===== src/rtl/dcache_pkg.sv =====
// Shared definitions for the data-cache memory-side blocks: default widths
// and the memory-bus state encoding.
package dcache_pkg;

    localparam int DCACHE_DATABITS = 32;
    localparam int DCACHE_ADDRBITS = 32;

    localparam logic [1:0] BUS_IDLE  = 2'd0;
    localparam logic [1:0] BUS_WRITE = 2'd1;
    localparam logic [1:0] BUS_READ  = 2'd2;
    localparam logic [1:0] BUS_RESP  = 2'd3;

    typedef enum logic [1:0] {
        ST_IDLE  = BUS_IDLE,
        ST_WRITE = BUS_WRITE,
        ST_READ  = BUS_READ,
        ST_RESP  = BUS_RESP
    } bus_state_t;

endpackage


===== src/rtl/dcache_wfifo.sv =====
// Posted-write FIFO: RAM array with wrap-bit pointers and a registered head
// that already shows the next entry in the cycle after a pop.
module dcache_wfifo #(
    parameter int WIDTH = 62,
    parameter int DEPTH = 8
) (
    input  logic             clk,
    input  logic             reset_n,
    input  logic             push,
    input  logic [WIDTH-1:0] push_data,
    input  logic             pop,
    output logic             full,
    output logic             empty,
    output logic             one_left,
    output logic [WIDTH-1:0] head
);

    localparam int AW = $clog2(DEPTH);
    localparam logic [AW:0] PTR_ONE = (AW+1)'(1);

    logic [AW:0]      wr_ptr_reg, rd_ptr_reg;
    logic [AW:0]      wr_ptr_next, rd_ptr_next;
    logic [AW:0]      level;
    logic             push_ok, pop_ok, bypass;
    logic [WIDTH-1:0] ram [DEPTH];
    logic [WIDTH-1:0] head_reg;

    assign full     = (wr_ptr_reg[AW] != rd_ptr_reg[AW]) &&
                      (wr_ptr_reg[AW-1:0] == rd_ptr_reg[AW-1:0]);
    assign empty    = (wr_ptr_reg == rd_ptr_reg);
    assign level    = wr_ptr_reg - rd_ptr_reg;
    assign one_left = (level == PTR_ONE);

    // A push is judged against the pre-pop state, so push+pop at full drops the push.
    assign push_ok     = push && !full;
    assign pop_ok      = pop && !empty;
    assign wr_ptr_next = push_ok ? wr_ptr_reg + PTR_ONE : wr_ptr_reg;
    assign rd_ptr_next = pop_ok  ? rd_ptr_reg + PTR_ONE : rd_ptr_reg;

    // The word being written lands at the new head when the FIFO drains to it.
    assign bypass = push_ok && (wr_ptr_reg == rd_ptr_next);

    always_ff @(posedge clk) begin
        if (push_ok) begin
            ram[wr_ptr_reg[AW-1:0]] <= push_data;
        end
    end

    always_ff @(posedge clk or negedge reset_n) begin
        if (!reset_n) begin
            wr_ptr_reg <= '0;
            rd_ptr_reg <= '0;
            head_reg   <= '0;
        end else begin
            wr_ptr_reg <= wr_ptr_next;
            rd_ptr_reg <= rd_ptr_next;
            head_reg   <= bypass ? push_data : ram[rd_ptr_next[AW-1:0]];
        end
    end

    assign head = head_reg;

endmodule


===== src/rtl/dcache_mem_bridge.sv =====
// Data-cache to single-beat memory bus bridge: posted writes drain through a
// FIFO, and reads are only issued once every earlier write has been acked.
module dcache_mem_bridge
    import dcache_pkg::*;
#(
    parameter int DATABITS  = DCACHE_DATABITS,
    parameter int ADDRBITS  = DCACHE_ADDRBITS,
    parameter int FIFODEPTH = 8
) (
    input  logic                clk,
    input  logic                reset_n,
    input  logic [ADDRBITS-1:0] mem_addr,
    input  logic [DATABITS-1:0] mem_in,
    input  logic                mem_rdreq,
    input  logic                mem_wrreq,
    output logic [DATABITS-1:0] mem_out,
    output logic                mem_out_valid,
    output logic [15:0]         mem_burstlen,
    output logic [ADDRBITS-1:0] bus_addr,
    output logic [DATABITS-1:0] bus_wdata,
    output logic                bus_we,
    output logic                bus_req,
    input  logic                bus_ack,
    input  logic [DATABITS-1:0] bus_rdata,
    output logic                err_overflow,
    output logic                err_collision
);

    localparam int WADDR     = ADDRBITS - 2;
    localparam int ENTRYBITS = WADDR + DATABITS;

    bus_state_t           state_reg, state_next;
    logic [WADDR-1:0]     rd_addr_reg;
    logic [DATABITS-1:0]  mem_out_reg;
    logic                 err_overflow_reg, err_collision_reg;
    logic                 fifo_full, fifo_empty, fifo_one_left, fifo_pop;
    logic [ENTRYBITS-1:0] fifo_head;
    logic [WADDR-1:0]     head_addr;
    logic [DATABITS-1:0]  head_data;
    logic                 unused_addr_lsbs;

    // Byte-offset bits never reach the bus.
    assign unused_addr_lsbs = ^mem_addr[1:0];

    assign fifo_pop = (state_reg == ST_WRITE) && bus_ack;

    dcache_wfifo #(
        .WIDTH (ENTRYBITS),
        .DEPTH (FIFODEPTH)
    ) u_wfifo (
        .clk       (clk),
        .reset_n   (reset_n),
        .push      (mem_wrreq),
        .push_data ({mem_addr[ADDRBITS-1:2], mem_in}),
        .pop       (fifo_pop),
        .full      (fifo_full),
        .empty     (fifo_empty),
        .one_left  (fifo_one_left),
        .head      (fifo_head)
    );

    assign {head_addr, head_data} = fifo_head;

    always_comb begin
        state_next = state_reg;
        case (state_reg)
            ST_IDLE: begin
                // Going straight to WRITE on the push lets the beat start next cycle.
                if (!fifo_empty || mem_wrreq) begin
                    state_next = ST_WRITE;
                end else if (mem_rdreq) begin
                    state_next = ST_READ;
                end
            end
            ST_WRITE: begin
                // A word pushed in the same cycle keeps the stream going without a bubble.
                if (bus_ack && fifo_one_left && !mem_wrreq) begin
                    state_next = ST_IDLE;
                end
            end
            ST_READ: begin
                if (bus_ack) begin
                    state_next = ST_RESP;
                end
            end
            ST_RESP: begin
                state_next = ST_IDLE;
            end
            default: begin
                state_next = ST_IDLE;
            end
        endcase
    end

    always_ff @(posedge clk or negedge reset_n) begin
        if (!reset_n) begin
            state_reg         <= ST_IDLE;
            rd_addr_reg       <= '0;
            mem_out_reg       <= '0;
            err_overflow_reg  <= 1'b0;
            err_collision_reg <= 1'b0;
        end else begin
            state_reg <= state_next;
            if (state_reg == ST_IDLE && state_next == ST_READ) begin
                rd_addr_reg <= mem_addr[ADDRBITS-1:2];
            end
            if (state_reg == ST_READ && bus_ack) begin
                mem_out_reg <= bus_rdata;
            end
            if (mem_wrreq && fifo_full) begin
                err_overflow_reg <= 1'b1;
            end
            if (mem_wrreq && mem_rdreq) begin
                err_collision_reg <= 1'b1;
            end
        end
    end

    // Bus outputs decode straight from registered state, so they cannot move mid-beat.
    always_comb begin
        bus_req   = 1'b0;
        bus_we    = 1'b0;
        bus_addr  = '0;
        bus_wdata = '0;
        case (state_reg)
            ST_WRITE: begin
                bus_req   = 1'b1;
                bus_we    = 1'b1;
                bus_addr  = {head_addr, 2'b00};
                bus_wdata = head_data;
            end
            ST_READ: begin
                bus_req  = 1'b1;
                bus_addr = {rd_addr_reg, 2'b00};
            end
            default: begin
                bus_req = 1'b0;
            end
        endcase
    end

    assign mem_out       = mem_out_reg;
    assign mem_out_valid = (state_reg == ST_RESP);
    assign mem_burstlen  = 16'(FIFODEPTH);
    assign err_overflow  = err_overflow_reg;
    assign err_collision = err_collision_reg;

endmodule


===== config.mk =====
export PLATFORM = sky130hd
export DESIGN_NAME = dcache_mem_bridge
export DESIGN_NICKNAME = d
export VERILOG_FILES = /design/src/rtl/dcache_pkg.sv /design/src/rtl/dcache_wfifo.sv /design/src/rtl/dcache_mem_bridge.sv
export SDC_FILE = /design/constraint.sdc
export NUM_CORES = 1
export LEC_CHECK = 0
export CORE_ASPECT_RATIO = 2
export CORE_MARGIN = 1
export CORE_UTILIZATION = 63
export DETAILED_ROUTE_END_ITERATION = 8
export PLACE_DENSITY = 0.95
export REMOVE_ABC_BUFFERS = 1
export SLEW_MARGIN = 20
export SYNTH_ARGS = -nofsm -noshare
export SYNTH_HDL_FRONTEND = slang
export SYNTH_SLANG_ARGS = --single-unit

===== constraint.sdc =====
create_clock -name clk -period 11.82 [get_ports clk]
set_input_delay 2.364 -clock clk [delete_from_list [all_inputs] [get_ports clk]]
set_output_delay 2.364 -clock clk [all_outputs]
set_load 0.01 [all_outputs]

---- After elaboration in Yosys (flattened, before gate mapping) ----
Memory sizes are Yosys's and may differ from the RTL's.
Cells that the tools add are included.
word-level totals
  flip-flop bits (word level) ............. 136
  memory bits (writable) .................. 496
  bits of input ports ..................... 101
  memories kept ........................... 1
operators by class
  add/subtract/negate cells ............... 3
  equality and inequality tests ........... 9
  muxes and demuxes ....................... 13
  reductions and logical operators ........ 17
memory list
  name         depth  width  rd ports  clocked after Yosys merged registers in  wr ports  line                source
  u_wfifo.ram  8      62     1         0                                        1         dcache_wfifo.sv:25  logic [WIDTH-1:0] ram [DEPTH];
operators by type and width
  operator             count
  $pmux 32 s2          1
  $mux 62              1
  $mux 32              1
  $logic_and 1x1->1    11
  $add 4x1->4 const B  2
  $eq 4x4->1           2
  $mux 2               4
  $pmux 2 s4           1
  $eq 2x2->1 const B   3
  $eq 4x1->1 const B   1
  $mux 1               4
  $mux 4               1
  $sub 4x4->4          1
  $eq 3x3->1           1
  $logic_not 1->1      3
  $eq 2x1->1 const B   1
  $logic_not 2->1      1
  $reduce_or 2->1      1
  $logic_or 1x1->1     1
  $ne 1x1->1           1

---- Logic depth before layout (Yosys ltp) ----
Gate-level depths: netlist of the first run.
  depth in word-level cells ............... 8
  gate-level depth with buffers ........... 15
  depth with buffers taken out ............ 8

---- Modules after synthesis ----
A second synthesis of the first run with hierarchy kept.
second synthesis, totals
  cell total of the unflattened synthesis .. 2,097
  area total of the unflattened synthesis .. 30,588.1 um^2
by module, submodules not included
  module             times used  cells each  area each (um^2)  sequential area each (um^2)
  dcache_wfifo       1           1,814       27,098.5          16,646.0
  dcache_mem_bridge  1           283         3,489.6           1,651.6

---- Worst setup path after synthesis of the first run ----
OpenSTA, ideal clock, no wires.
  kind .................................... input to register
  start ................................... in mem_wrreq
  end ..................................... mem u_wfifo.ram[0][0] (enable)
  data arrival time ....................... 6,977 ps
  path slack .............................. 4,285 ps
  stages on the path ...................... 3
  cell sequence ........................... nor2b_1 nand2_1 nor3_1
on the way
  cells in the longest elaborated chain, start to end .. 3
ends and longest elaborated chain
  what                          line                     source
  start: declaration            dcache_mem_bridge.sv:15  input logic mem_wrreq,
  $logic_and 1x1->1             dcache_wfifo.sv:35       assign push_ok = push && !full;
  $mux 1                        dcache_wfifo.sv:44       if (push_ok) begin
  $mux 1 (not written as such)  dcache_wfifo.sv:45       ram[wr_ptr_reg[AW-1:0]] <= push_data;
  end: declaration              dcache_wfifo.sv:25
Every way passes these cells.

---- Worst setup path after layout of the first run ----
  start ................................... in bus_ack
  end ..................................... reg u_wfifo.head_reg[0], in the netlist u_wfifo.head[0]
on the way
  cells in the longest elaborated chain, start to end .. 6
ends and longest elaborated chain
  what                                                                  line                     source
  start: declaration                                                    dcache_mem_bridge.sv:23  input logic bus_ack,
  $logic_and 1x1->1 (*)                                                 dcache_mem_bridge.sv:45  assign fifo_pop = (state_reg == ST_WRITE) && bus_ack;
  $logic_and 1x1->1 (*)                                                 dcache_wfifo.sv:36       assign pop_ok = pop && !empty;
  $mux 4 (*)                                                            dcache_wfifo.sv:38       assign rd_ptr_next = pop_ok ? rd_ptr_reg + PTR_ONE : rd_ptr_reg;
  parallel branches: the longest is 2 deep, another holds $mem_v2 8x62  --
  $mux 62 (*)                                                           dcache_wfifo.sv:57       head_reg <= bypass ? push_data : ram[rd_ptr_next[AW-1:0]];
  end signal: assignment                                                dcache_wfifo.sv:57
  end: declaration                                                      dcache_wfifo.sv:26       logic [WIDTH-1:0] head_reg;
Mark *: on every way between the ends.
A chain may end at the register's enable or synchronous reset.

==> results of run 1 <==
## critical path, stage by stage
cell             delay (ns)
clkdlybuf4s50_1        0.61
nand3_1                0.11
a21oi_1                0.37
xnor2_4                0.15
buf_4                  0.72
xnor2_1                0.19
or4_4                  0.51
buf_4                  0.84
mux2_2                 0.44
## final timing paths
check,startpoint,slack [ns],endpoint,depth (start not counted)
setup reg to reg,u_wfifo.rd_ptr_reg[0],6.62,u_wfifo.head[0],9
setup / recovery,bus_ack,5.82,u_wfifo.head[0],9
hold reg to reg,err_collision,0.46,err_collision,1
max in group asynchronous,reset_n,8.47,u_wfifo.rd_ptr_reg[1],2
hold / removal,err_collision,0.46,err_collision,1
min in group asynchronous,reset_n,1.83,u_wfifo.head[21],1
## final cells by class
type / count / share of cell area, %
inverter: 8 / 0.09033
antenna: 4 / 0.03011
multi-input combinational: 932 / 30.94
clock inverter: 26 / 0.6737
timing repair buffer: 221 / 6.624
tap: 565 / 2.126
clock buffer: 70 / 4.456
sequential: 632 / 55.06
## Yosys cell counts
master / instances
edfxtp_1: 496
nand2_1: 263
mux4_2: 248
dfrtp_1: 136
clkbuf_1: 68
mux2_2: 64
and3_1: 63
a31oi_1: 62
mux2_4: 60
buf_1: 35
and2_1: 32
nor2b_1: 32
a22oi_1: 30
buf_4: 19
buf_2: 12
nor2_1: 12
ha_1: 10
buf_6: 7
inv_1: 7
xnor2_1: 6
nor3_1: 4
a21o_1: 3
a21oi_1: 3
nand3_1: 3
o21ai_0: 3
xor2_1: 3
conb_1: 2
nand2b_1: 2
xnor2_2: 2
a41oi_1: 1
fa_1: 1
inv_2: 1
mux2_1: 1
o211ai_1: 1
o22ai_1: 1
o31a_1: 1
o32a_1: 1
or4_1: 1
xnor2_4: 1
## power groups by stage
| stage | sequential, mW | clock, mW | combinational [mW] |
|---|---|---|---|
| floorplan | 3.39 | 0 | 3.33 |
| global placement | 3.21 | 0 | 4.03 |
| detailed placement | 3.27 | 0 | 4.20 |
| CTS | 3.24 | 1.76 | 4.30 |
| global route | 3.29 | 1.82 | 4.58 |
| finish | 3.26 | 1.75 | 4.35 |
## layer usage
layer | vias to the layer above | share of wire (%)
li1 | 6953 | -
met1 | 8944 | 32
met2 | 1622 | 51
met3 | 344 | 10
met4 | 0 | 6.1
met5 | - | 0
## logic make-up (layout without fill, tap and decap cells)
family / count (synthesis) / count (layout) / share of synthesized area (%)
DFF: 632 / 632 / 62.89
muxes: 373 / 373 / 24.81
other: 2 / 22 / 0.02581
adders and majority gates: 11 / 11 / 0.4989
xor gates and xnor gates: 12 / 12 / 0.4774
buffers and inverters: 149 / 325 / 2.400
AOI/OAI and AO/OA: 106 / 106 / 2.430
and+or+nand+nor: 412 / 412 / 6.468
## stage by stage
step	setup slack (ns)	util (%)	hold slack, ns
2_1_floorplan	-1.727	-	0.4818
3_3_place_gp	5.397	68.88	0.4408
3_5_place_dp	5.344	68.88	0.4515
4_1_cts	5.962	72.62	0.4672
5_1_grt	5.743	72.75	0.4868
6_report	5.816	72.76	0.4619
==> results.cfg, run 1 <==
[outcome]
status = completed

[cells_and_area]
nFillCells = 2453
largest_register_ffs = 496
fin_cells = 2458
finalNetCount = 1958
final_cell_mix = edfxtp_1 (496), nand2_1 (262), mux4_2 (248)
multi_input_area_sq_um = 10280
syn2layout_area_growth_pct = 14.26
drive_gt1_share_pct = 26.42
design_area_sq_um = 33240
regArea_sq_um = 18310
layout_commonest_cell = edfxtp_1

[pwr]
p_leak_nw = 11.80
p_sw_mw = 3.266
seq_power_share_pct = 34.8
vdd_drop_max_mv = 0.2193
comb_power_share_pct = 46.5
p_int_mw = 6.090
switching_share_pct = 34.91
finalPower_mw = 9.356
cellPowerDensity_nw_per_um2 = 281.4
clock_power_share_pct = 18.7

[logic_synthesis]
synth_cell_types = 39
synth-seq-cells = 632
seq_area_frac_synth_pct = 62.89
synth_top_area_cell = edfxtp_1
synth_warnings = 0
syn_inst = 1697
syn_avg_cell_area_sq_um = 17.14
synth_top_area_share_pct = 51.19
syn_area_sq_um = 29090
synth_top_cells_by_area = edfxtp_1 (51%), mux4_2 (19%), dfrtp_1 (12%), nand2_1 (3.4%), mux2_4 (3.1%)

[clock_network]
holdBufCountCts = 0
clk_pin_slew_ns = 0.07
cts_tree = yes
clockBufferDepth = 3
cts.repair.resized = 0
root_buffer = clkbuf_16
clock-sinks = 632
insertion_delay_ns = 0.61
h-tree-depth = 2
cts_made_buffers = 51
postCtsSetupRepairBufs = 0

[setup_path]
arrival_ns = 6.49
crit_type = in2reg
start_kind = input pin
required_ns = 12.31
worstPathMaxFanout = 64
cp-end-kind = flop

[routing]
dr.pass1.iters = 6
wire_per_inst_um = 30.55
routed_wl_um = 75100
viasPerCell = 7.267
post-route-drc-count = 0
vias = 17860
drt_iter0_markers = 2492
antenna_left = 0

[global_routing]
met1_usage_pct = 37.58
grt_usage_pct = 31.87
grt_pass1_wl_um = 110800
grt_overflow = 0
grtUsageMet3_pct = 5.837
antenna_found_initial = 3
grt_pass1_vias = 18680
grt_max_degree = 141
busiest_layer = met2
use_met2_pct = 54.21

[timing]
final_max_slew_viol_count = 0
finalCritPeriodShare_pct = 50.80
rsz0062_at_grt = false
period_minus_slack_ns = 6.004
fin_tns_setup_ns = 0
hold_viol_final = 0
slew_headroom_pct = 20.77
finalClockSkew_ns = 0.02197
setup_violations = 0
tightest_slew_ns = 1.188
max_freq_mhz = 166.6

[placement]
port_buffers = 197
dpl_cell_area_sq_um = 31480
place.gp.congestion = 0.7943
dp_hpwl_um = 37400
place_inst = 2356

[floorplan]
die_x_um = 154.0
die_height_um = 305.9
core-area_sq_um = 45690
num_rows = 111
start_util_pct = 63.67
die_area_sq_um = 47100
ios = 218

[job]
cap_violations = 0

[hold_path]
hold_class = reg2reg
No activity file was read; power rests on OpenSTA's default activity.
==> inputs of run 2 (changes only) <==
--- a/config.mk
+++ b/config.mk
@@ -7,9 +7,9 @@
 export LEC_CHECK = 0
 export CORE_ASPECT_RATIO = 2
 export CORE_MARGIN = 1
-export CORE_UTILIZATION = 63
+export CORE_UTILIZATION = 53
 export DETAILED_ROUTE_END_ITERATION = 8
-export PLACE_DENSITY = 0.95
+export PLACE_DENSITY = 0.87
 export REMOVE_ABC_BUFFERS = 1
 export SLEW_MARGIN = 20
 export SYNTH_ARGS = -nofsm -noshare
==> constraint.sdc (replaced) <==
create_clock -name clk -period 4.9 [get_ports clk]
set_input_delay 0.98 -clock clk [delete_from_list [all_inputs] [get_ports clk]]
set_output_delay 0.98 -clock clk [all_outputs]
set_load 0.01 [all_outputs]
==> results.cfg, run 2 (synthesized netlist as in run 1, its figures left out) <==
[placement]
place_ws_ns = 0.6380
port_buffers = 197
place_inst = 2478
dpl_cell_area_sq_um = 31840
dp_hpwl_um = 37810
place.gp.congestion = 0.7562

[global_routing]
grt_usage_pct = 25.50
grt_pass1_wl_um = 107300
grt_max_degree = 149
grt_pass1_vias = 18390
antenna_found_initial = 8
grt_overflow = 0

[timing]
period_minus_slack_ns = 4.267
max_freq_mhz = 234.3
final.setup.worst_slack_ns = 0.6326
tightest_slew_ns = 1.070
fin_tns_setup_ns = 0
rsz0062_at_grt = false
hold_viol_final = 0
finalCritPeriodShare_pct = 87.09
finalClockSkew_ns = 0.02131
final_max_slew_viol_count = 0
holdWs_ns = 0.4265
slew_headroom_pct = 28.66
setup_violations = 0

[floorplan]
start_util_pct = 53.53
core-area_sq_um = 54350
die_area_sq_um = 55890
die_height_um = 333.3
num_rows = 121
ios = 218
die_x_um = 167.7

[routing]
viasPerCell = 6.669
post-route-drc-count = 0
routed_wl_um = 70190
dr.pass1.iters = 6
vias = 17170
antenna_left = 0
wire_per_inst_um = 27.27
drt_iter0_markers = 1782

[hold_path]
hold_class = in2async

[job]
cap_violations = 0

[clock_network]
root_buffer = clkbuf_16
postCtsSetupRepairBufs = 0
clock-sinks = 632
cts_tree = yes
holdBufCountCts = 0
cts.repair.resized = 0
insertion_delay_ns = 0.61
cts_made_buffers = 50
clk_pin_slew_ns = 0.07
clockBufferDepth = 3
h-tree-depth = 2

[cells_and_area]
largest_register_ffs = 496
layout_commonest_cell = edfxtp_1
fin_util_pct = 61.94
finalNetCount = 1966
drive_gt1_share_pct = 26.91
nFillCells = 3595
final_cell_mix = edfxtp_1 (496), nand2_1 (263), mux4_2 (248)
fin_cells = 2574
design_area_sq_um = 33660
syn2layout_area_growth_pct = 15.70

[pwr]
p_leak_nw = 11.92
cellPowerDensity_nw_per_um2 = 671.2
vdd_drop_max_mv = 0.8711
finalPower_mw = 22.60

[setup_path]
cp-end-kind = output pin
start_kind = flop
arrival_ns = 3.29
cp_slowest_cell = ha_2
path_cells = inv_1 -> ha_2 -> a22oi_1 -> nor2b_1 -> clkdlybuf4s50_1
critPathTopFamily = buffers and inverters
cp_num_buf_inv = 2
max_stage_delay_ns = 0.80
required_ns = 3.92
worstPathMaxFanout = 28
crit_type = reg2out

[outcome]
status = completed
==> run 2: changes by cell type in the layout (fill, tap and decap cells not counted), sizes merged <==
cell,delta
buf,+9
bufinv,+7
clkinv,-7
clkbuf,-2
diode,-1
inv,-1
==> run 2: path summary, 6_finish.rpt <==
| path | start | endpoint | slack [ns] | cells after the start |
|---|---|---|---|---|
| max | state_reg[0] | bus_addr[26] | 0.63 | 5 |
| min | reset_n | u_wfifo.head[14] | 0.43 | 1 |
| max reg2reg | u_wfifo.wr_ptr_reg[2] | u_wfifo.head[59] | 0.89 | 8 |
| min reg2reg | err_overflow | err_overflow | 0.46 | 1 |
| max in group asynchronous | reset_n | rd_addr_reg[2] | 3.38 | 2 |
| min in group clk | err_overflow | err_overflow | 0.46 | 1 |
==> run 2: power breakdown <==
part	leakage, nW	internal (mW)	switching [mW]
clock	0.886	2.57	1.90
sequential	6.16	7.05	0.529
combinational	4.88	5.40	5.14
total	11.9	15.0	7.57
==> run 2: layout make-up <==
| cell class | instances | area, sq um | area share, % |
|---|---|---|---|
| diodes | 3 | 7.507 | 0.02230 |
| multi-input cells | 932 | 10280 | 30.55 |
| clock inverters | 25 | 396.6 | 1.178 |
| flip-flops and latches | 632 | 18310 | 54.38 |
| repair buffers | 230 | 2371 | 7.044 |
| well taps | 676 | 845.8 | 2.513 |
| clock buffers | 68 | 1420 | 4.219 |
| inverters | 8 | 31.28 | 0.09292 |
==> run 2: routing by layer <==
metal | up-vias | routed length, um | global-route usage, %
met5 | - | 69 | 0
met3 | 213 | 5852 | 4.213
met4 | 10 | 3335 | 13.70
met2 | 1080 | 36870 | 44.52
met1 | 8892 | 24060 | 30.07
li1 | 6972 | - | -
==> inputs of run 3 (changes only) <==
--- a/config.mk
+++ b/config.mk
@@ -5,9 +5,11 @@
 export SDC_FILE = /design/constraint.sdc
 export NUM_CORES = 1
 export LEC_CHECK = 0
+export CELL_PAD_IN_SITES_DETAIL_PLACEMENT = 1
+export CELL_PAD_IN_SITES_GLOBAL_PLACEMENT = 2
 export CORE_ASPECT_RATIO = 2
 export CORE_MARGIN = 1
-export CORE_UTILIZATION = 53
+export CORE_UTILIZATION = 40
 export DETAILED_ROUTE_END_ITERATION = 8
 export PLACE_DENSITY = 0.87
 export REMOVE_ABC_BUFFERS = 1
==> results.cfg, run 3 (synthesized netlist as in run 1, its figures left out) <==
[pwr]
finalPower_mw = 23.11
cellPowerDensity_nw_per_um2 = 674.6
vdd_drop_max_mv = 0.6366
p_leak_nw = 12.06

[placement]
port_buffers = 197
place_inst = 2735
dp_hpwl_um = 44520
dpl_cell_area_sq_um = 32270
place.gp.congestion = 0.7422

[timing]
rsz0062_at_grt = false
max_freq_mhz = 239.8
slew_headroom_pct = 30.18
fin_tns_setup_ns = 0
period_minus_slack_ns = 4.170
hold_viol_final = 0
finalClockSkew_ns = 0.02818
finalCritPeriodShare_pct = 85.11
tightest_slew_ns = 1.047
setup_violations = 0
final_max_slew_viol_count = 0

[clock_network]
clk_pin_slew_ns = 0.07
root_buffer = clkbuf_16
cts_made_buffers = 56
holdBufCountCts = 0
postCtsSetupRepairBufs = 0
h-tree-depth = 2
insertion_delay_ns = 0.64
cts_tree = yes
clockBufferDepth = 3
cts.repair.resized = 0
clock-sinks = 632

[global_routing]
busiest_layer = met2
antenna_found_initial = 6
grt_overflow = 0
met1_usage_pct = 25.98
grt_usage_pct = 21.57
grtUsageMet3_pct = 2.458
grt_max_degree = 125
grt_pass1_vias = 18960
use_met2_pct = 39.15
grt_pass1_wl_um = 118500

[routing]
routed_wl_um = 77740
post-route-drc-count = 136
dr.pass1.iters = 8
wire_per_inst_um = 27.31
drt_iter0_markers = 1435
viasPerCell = 5.935
vias = 16890
antenna_left = 0

[cells_and_area]
finalNetCount = 1989
syn2layout_area_growth_pct = 17.77
design_area_sq_um = 34260
fin_util_pct = 47.70
layout_commonest_cell = edfxtp_1
fin_cells = 2846
final_cell_mix = edfxtp_1 (496), nand2_1 (263), mux4_2 (248)
largest_register_ffs = 496
drive_gt1_share_pct = 28.00
nFillCells = 6733

[setup_path]
max_stage_delay_ns = 0.85
cp-end-kind = output pin
arrival_ns = 3.19
worstPathMaxFanout = 31
cp_slowest_cell = ha_2
crit_type = reg2out
path_cells = inv_1 -> ha_2 -> nor2b_1 -> clkdlybuf4s50_1
start_kind = flop
required_ns = 3.92
reg2reg_slack_ns = 1.33

[job]
cap_violations = 0

[floorplan]
core-area_sq_um = 71830
die_x_um = 192.7
start_util_pct = 40.51
num_rows = 139
die_area_sq_um = 73880
die_height_um = 383.4
ios = 218

[outcome]
status = finished, violations left
violations = DRC

[hold_path]
hold_class = in2async
## run 3: cell types whose count changed in the layout (fill, tap and decap cells not counted), sizes merged
| cell | before | now |
|---|---|---|
| buf | 34 | 51 |
| clkinvlp | 2 | 11 |
| clkinv | 12 | 15 |
| diode | 3 | 5 |
| inv | 9 | 11 |
| clkbuf | 68 | 67 |
## run 3: report_power, final
part / switching [mW] / internal, mW
clock: 2.10 / 2.70
sequential: 0.542 / 7.05
combinational: 5.28 / 5.44
## run 3: metal layers
metal / vias to the layer above / share of wire (%)
met2: 604 / 54
met1: 9128 / 37
met5: - / 0.014
met3: 133 / 5.2
li1: 7025 / -
met4: 2 / 3.1
## run 3: critical path: cells and delay by family (launching register included)
kind,cells,cell delay [ns]
fa+ha+maj,1,0.85
simple gates,1,0.42
buf+inv,2,0.79
flops,1,0.48
## run 3: through the flow
step	hold slack (ns)	setup WS [ns]
detailed placement	0.4609	0.8342
finish	0.4528	0.7298
global placement	0.4378	0.8909
global route	0.4998	0.6118
CTS	0.4631	0.6015
floorplan	0.4818	-8.647
## run 3: final cells by class
cell class	instances	area, sq um	share of cell area, %
Sequential cell	632	18310	53.42
Multi-Input combinational cell	932	10280	30.02
Timing Repair Buffer	247	2502	7.303
Clock buffer	67	1473	4.298
Tap cell	916	1146	3.345
Clock inverter	39	509.2	1.486
Inverter	8	31.28	0.09129
Antenna cell	5	12.51	0.03652
## run 3: worst paths after layout
check | from | to | cells after the start
max | state_reg[0] | bus_addr[4] | 4
min | reset_n | u_wfifo.head[8] | 1
max reg2reg | u_wfifo.rd_ptr_reg[0] | u_wfifo.head[10] | 7
min reg2reg | err_collision | err_collision | 1
max in group asynchronous | reset_n | rd_addr_reg[24] | 2
min in group clk | err_collision | err_collision | 1
